## config.mk

```make
export PLATFORM = sky130hd
export DESIGN_NAME = vram_arbiter
export DESIGN_NICKNAME = d
export VERILOG_FILES = /design/src/rtl/vram_arbiter.sv
export SDC_FILE = /design/constraint.sdc
export NUM_CORES = 1
export LEC_CHECK = 0
export ABC_CLOCK_PERIOD_IN_PS = 2200
export CORE_MARGIN = 2
export CORE_UTILIZATION = 35
export DETAILED_ROUTE_END_ITERATION = 8
export GPL_ROUTABILITY_DRIVEN = 0
export PLACE_DENSITY = 0.73
export SETUP_SLACK_MARGIN = 0.4
export SKIP_CTS_REPAIR_TIMING = 1
export SLEW_MARGIN = 20
export SYNTH_ARGS = -nofsm -noshare
export SYNTH_HDL_FRONTEND = slang
export SYNTH_SLANG_ARGS = --single-unit
export TNS_END_PERCENT = 30
```

## constraint.sdc

```tcl
create_clock -name clk -period 2.2 [get_ports clk]
set_clock_uncertainty 0.05 [all_clocks]
set_input_delay 0.33 -clock clk [delete_from_list [all_inputs] [get_ports clk]]
set_output_delay 0.33 -clock clk [all_outputs]
set_load 0.03 [all_outputs]
```

## src/rtl/vram_arbiter.sv

```systemverilog
// vram_arbiter: shares the single-port game-grid RAM between the VGA pixel
// fetch (strict priority) and the snake game logic (request/grant), with a
// starvation guard that forces a game slot after STARVE_LIMIT denied cycles.
module vram_arbiter #(
    parameter int ADDR_W       = 11,
    parameter int DATA_W       = 4,
    parameter int STARVE_LIMIT = 8
) (
    input  logic              clk,
    input  logic              rst_n,
    input  logic              frame_start,
    input  logic              disp_req,
    input  logic [ADDR_W-1:0] disp_addr,
    output logic [DATA_W-1:0] disp_rdata,
    output logic              disp_rvalid,
    output logic              disp_miss,
    input  logic              game_req,
    input  logic              game_we,
    input  logic [ADDR_W-1:0] game_addr,
    input  logic [DATA_W-1:0] game_wdata,
    output logic              game_gnt,
    output logic [DATA_W-1:0] game_rdata,
    output logic              game_rvalid,
    output logic              ram_en,
    output logic              ram_we,
    output logic [ADDR_W-1:0] ram_addr,
    output logic [DATA_W-1:0] ram_wdata,
    input  logic [DATA_W-1:0] ram_rdata,
    output logic [15:0]       miss_cnt
);

    // Who owns the RAM read data arriving next cycle.
    typedef enum logic [1:0] {OWN_NONE, OWN_DISP, OWN_GRD} owner_t;

    localparam logic [15:0] LIMIT    = 16'(STARVE_LIMIT);
    localparam bit          FORCE_EN = (STARVE_LIMIT != 0);

    owner_t      r_owner;
    owner_t      w_owner_nxt;
    logic        r_disp_miss;
    logic [15:0] r_wait_cnt;
    logic [15:0] r_live_cnt;
    logic [15:0] r_miss_cnt;
    logic        w_force;
    logic        w_disp_slot;
    logic        w_game_slot;
    logic [15:0] w_live_inc;

    // Slot decision: forced game beats display, display beats normal game.
    always_comb begin
        w_force     = game_req && FORCE_EN && (r_wait_cnt >= LIMIT);
        w_disp_slot = !w_force && disp_req;
        w_game_slot = w_force || (!disp_req && game_req);
    end

    // Return-owner register; also registers the dropped-display flag.
    always_ff @(posedge clk or negedge rst_n) begin
        if (!rst_n) begin
            r_owner     <= OWN_NONE;
            r_disp_miss <= 1'b0;
        end else begin
            r_owner     <= w_owner_nxt;
            r_disp_miss <= w_force && disp_req;
        end
    end

    // Next owner: game writes return nothing.
    always_comb begin
        w_owner_nxt = OWN_NONE;
        if (w_disp_slot)
            w_owner_nxt = OWN_DISP;
        else if (w_game_slot && !game_we)
            w_owner_nxt = OWN_GRD;
    end

    // RAM port drive and read-return steering from the current slot/owner.
    always_comb begin
        ram_en      = w_disp_slot || w_game_slot;
        ram_we      = w_game_slot && game_we;
        ram_addr    = w_game_slot ? game_addr : disp_addr;
        ram_wdata   = game_wdata;
        game_gnt    = w_game_slot;
        disp_rvalid = (r_owner == OWN_DISP);
        game_rvalid = (r_owner == OWN_GRD);
        disp_rdata  = disp_rvalid ? ram_rdata : '0;
        game_rdata  = game_rvalid ? ram_rdata : '0;
        disp_miss   = r_disp_miss;
        miss_cnt    = r_miss_cnt;
    end

    // Saturating count of consecutive denied game cycles.
    always_ff @(posedge clk or negedge rst_n) begin
        if (!rst_n)
            r_wait_cnt <= '0;
        else if (!game_req || w_game_slot)
            r_wait_cnt <= '0;
        else if (r_wait_cnt != 16'hFFFF)
            r_wait_cnt <= r_wait_cnt + 16'd1;
    end

    assign w_live_inc = (r_live_cnt == 16'hFFFF) ? r_live_cnt : r_live_cnt + 16'd1;

    // Per-frame miss counting; a miss pulsing on frame_start belongs to the closing frame.
    always_ff @(posedge clk or negedge rst_n) begin
        if (!rst_n) begin
            r_live_cnt <= '0;
            r_miss_cnt <= '0;
        end else if (frame_start) begin
            r_miss_cnt <= r_disp_miss ? w_live_inc : r_live_cnt;
            r_live_cnt <= '0;
        end else if (r_disp_miss) begin
            r_live_cnt <= w_live_inc;
        end
    end

endmodule

```

==> impl_summary.log <==
[metrics] met2 track demand over resource: 23.0%
[metrics] ys async rst share: 100%
[metrics] largest family of logic cells by synthesized area: simple AND/OR/NAND/NOR gates
[metrics] share of the synthesized area in the top cell type: 53.0%
[metrics] data required time at the worst endpoint: 1820 ps
[metrics] drt first-iter violations: 161
[metrics] number of vias after detailed routing: 1992
[metrics] clock buffers created by TritonCTS: 5
[metrics] CTS H-tree lvls: 2
[metrics] clock network power share: 29.3%
[metrics] worst-skew pair later-pin latency: 300 ps
[metrics] diodes inserted: 0
[metrics] core box area: 6720 um^2
[metrics] Chip Height: 87.0 um
[metrics] distinct cell type count of the synthesized netlist: 37
[metrics] Synthesis Warnings: 0
[metrics] average vias per placed instance: 4.91
[metrics] critical setup path kind: register to output port
[metrics] first-pass detailed-route iteration total: 4
[metrics] count of flip-flops with a built-in enable after synthesis: 0
[metrics] FILL cells: 610
[metrics] post-synthesis mux area share: 9.30%
[metrics] Total Routing Usage GR: 14.3%
[metrics] share of cells above drive strength 1: 27.0%
[metrics] remaining number of nets flagged by the antenna check after routing: 0
[metrics] most frequently used cell type in the post-synthesis netlist: sky130_fd_sc_hd__dfrtp_1
[metrics] remaining global-route overflow: 0
[metrics] fraction of the mapped netlist area in simple logic gates: 20.5%
[metrics] wire length of the first global-routing pass: 8620 um
[metrics] leakage power total: 1.53 nW
[metrics] critical path startpoint category: register
[metrics] CTS tree: done
[metrics] GR Layer Usage met3: 3.41%
[metrics] Net Switching: 0.513 mW
[metrics] Worst Path Max Fanout: 12
[metrics] critical path data arrival time: 2030 ps
[metrics] switching fraction of total power: 27.6%
[metrics] number of global-route vias before repair: 1837
[metrics] post-detailed-placement cell area: 3340 um^2
[metrics] worst-case vdd ir drop: 0.281 mV
[metrics] Setup WS pre-CTS: -321 ps
[metrics] area growth from synthesis to final layout: 45.3%
[metrics] die footprint: 7560 um^2
[metrics] netlist area before placement: 2410 um^2
[metrics] Non-Filler Cell Area, Final: 3500 um^2
[metrics] power density relative to cell area: 531 nW/um^2
[metrics] average wire per standard cell: 14.0 um
[metrics] slack of the critical path: -213 ps
[metrics] Synth Register Bits: 51
[metrics] fin crit period: 2410 ps
[metrics] Ports: 81
[metrics] number of antenna violations at the first check in global routing: 0
[metrics] fmax: 414 MHz
[metrics] Final #Nets: 364
[metrics] clk sink count: 51
[metrics] compound-gate portion of the synthesized area: 9.87%
[metrics] total instance count after detailed placement: 396
[metrics] worst hold slack after final layout: 446 ps
[metrics] clock transition at the register clock pins on the worst setup and hold paths after CTS: 90 ps
[metrics] result of the run: finished, violations left
[metrics] Comb power frac: 17.5%
[metrics] overall routed net length: 5680 um
[metrics] cell chosen for the clock root: sky130_fd_sc_hd__clkbuf_8
[metrics] Final Setup Violations: 13
[metrics] starting utilization of the core area: 35.8%
[metrics] maximum number of pins on one net before global-route repair: 43
[metrics] fin. max-slew vios: 0
[metrics] Hold Violations, Final: 0
[metrics] Power Internal: 1.35 mW
[metrics] count of unresolved DRC violations after routing: 0
[metrics] worst hold path class: input port to async pin
[metrics] cell types occupying the most area after synthesis: sky130_fd_sc_hd__dfrtp_1 53%, sky130_fd_sc_hd__mux2_2 5.1%, sky130_fd_sc_hd__mux2i_1 4.2%
[metrics] XOR/XNOR Fraction of Synth Area: 0.364%
[metrics] clk buf depth: 2
[metrics] top_reg_cell synth: sky130_fd_sc_hd__dfrtp_1
[metrics] library cell with the largest summed area after synthesis: sky130_fd_sc_hd__dfrtp_1
[metrics] adder-cell area share of the yosys netlist: 1.56%
[metrics] RSZ-0062 raised after global routing: yes
[metrics] kind of end point of the critical path: output port
[metrics] buffers added on ports: 72
[metrics] sequential group share of total power: 53.2%
[metrics] final non-filler cell total: 406
[metrics] number of standard cells after synthesis: 233
[metrics] Post-DP HPWL: 4110 um
[metrics] Horiz. Die Dim: 87.0 um
[metrics] peak-usage layer in the global routing report: met2
[metrics] violations in the final reports: setup timing
[metrics] num rows: 30
[metrics] met1 capacity usage during global routing: 19.6%
[metrics] post-route clock period utilization: 110%
[metrics] most used standard cells in the synthesized netlist: 51 x sky130_fd_sc_hd__dfrtp_1, 23 x sky130_fd_sc_hd__nor2_1, 16 x sky130_fd_sc_hd__inv_1, 12 x sky130_fd_sc_hd__a21oi_1
[metrics] synthesized area divided by synthesized cell count: 10.3 um^2
[metrics] sequential area share after synthesis: 53.0%
[metrics] max-cap viol count: 0
[sequential cells by signal, indices dropped and copies added, names as in the netlist]
name	flops
r_wait_cnt	16
disp_miss	1
r_live_cnt	16
miss_cnt	16
r_owner	2
[layout make-up]
cell class	count	area, um^2	share of cell area [%]
multi-input cells	165	1210	34.6
inverters	16	60.1	1.72
well taps	80	100	2.86
repair buffers	86	754	21.6
flip-flops and latches	51	1280	36.6
clock inverters	3	23.8	0.679
clock buffers	5	68.8	1.97
[routing by layer]
layer,routed length [um],share of wire [%]
met1,2510,44
met2,3000,53
met3,152,2.7
met4,12,0.21
met5,0,0
[placed cells by master (no fill, tap or decap), drive strengths merged, types with 5 or more instances in the layout]
cell type / netlist / final
inv: 16 / 17
mux2: 11 / 11
and2: 8 / 8
a21oi: 12 / 12
o31ai: 5 / 5
o21ai: 10 / 10
clkbuf: 6 / 14
nand4: 12 / 12
a31oi: 11 / 11
nor2: 23 / 23
buf: 6 / 27
nand3: 6 / 6
or3: 6 / 6
nor4: 6 / 6
conb: 1 / 12
dfrtp: 51 / 51
nand2: 9 / 9
clkdlybuf4s50: 0 / 46
mux2i: 10 / 10
[critical path, stage by stage, from the launching register on]
cell	delay [ps]
sky130_fd_sc_hd__dfrtp_1	410
sky130_fd_sc_hd__nor4_2	280
sky130_fd_sc_hd__nand4_1	160
sky130_fd_sc_hd__o21ai_2	180
sky130_fd_sc_hd__buf_12	170
sky130_fd_sc_hd__mux2_2	340
sky130_fd_sc_hd__buf_2	180
[per-stage QoR]
step                total power, mW  util, %  setup TNS (ps)
finish                         1.86     52.1           -2030
global route                   1.95     52.1           -3930
CTS                            1.90     51.1           -7590
detailed placement             1.35     49.7           -3170
global placement               1.34     49.7           -2900
floorplan                      1.18        -               0
[path summary, 6_finish.rpt]
path	startpoint	end	slack, ps	depth (start not counted)
setup / recovery	r_wait_cnt[15]$_DFFE_PN0P_	ram_addr[1]	-210	6
max in group asynchronous	rst_n	miss_cnt[15]$_DFFE_PN0P_	1130	3
setup reg to reg	r_live_cnt[0]$_DFF_PN0_	miss_cnt[3]$_DFFE_PN0P_	270	6
hold reg to reg	r_wait_cnt[0]$_DFFE_PN0P_	r_wait_cnt[0]$_DFFE_PN0P_	450	1
hold / removal	rst_n	r_live_cnt[6]$_DFF_PN0_	450	2
min in group clk	r_wait_cnt[0]$_DFFE_PN0P_	r_wait_cnt[0]$_DFFE_PN0P_	450	1
[logic make-up after synthesis]
kind of cell    count (synthesis)
other cells                     1
simple gates                   88
fa+ha+maj                       3
compound gates                 40
xor+xnor                        1
mux                            21
buf+inv                        28
flops                          51
[power by group through the flow]
stage | Clock, mW | Sequential [mW] | Combinational (mW)
final | 0.545 | 0.988 | 0.326
after global placement | 0 | 1.00 | 0.339
after global routing | 0.610 | 0.992 | 0.347
after detailed placement | 0 | 1.00 | 0.343
after CTS | 0.569 | 0.985 | 0.343
after floorplan | 0 | 1.03 | 0.147
No activity file was read; power rests on OpenSTA's default activity.
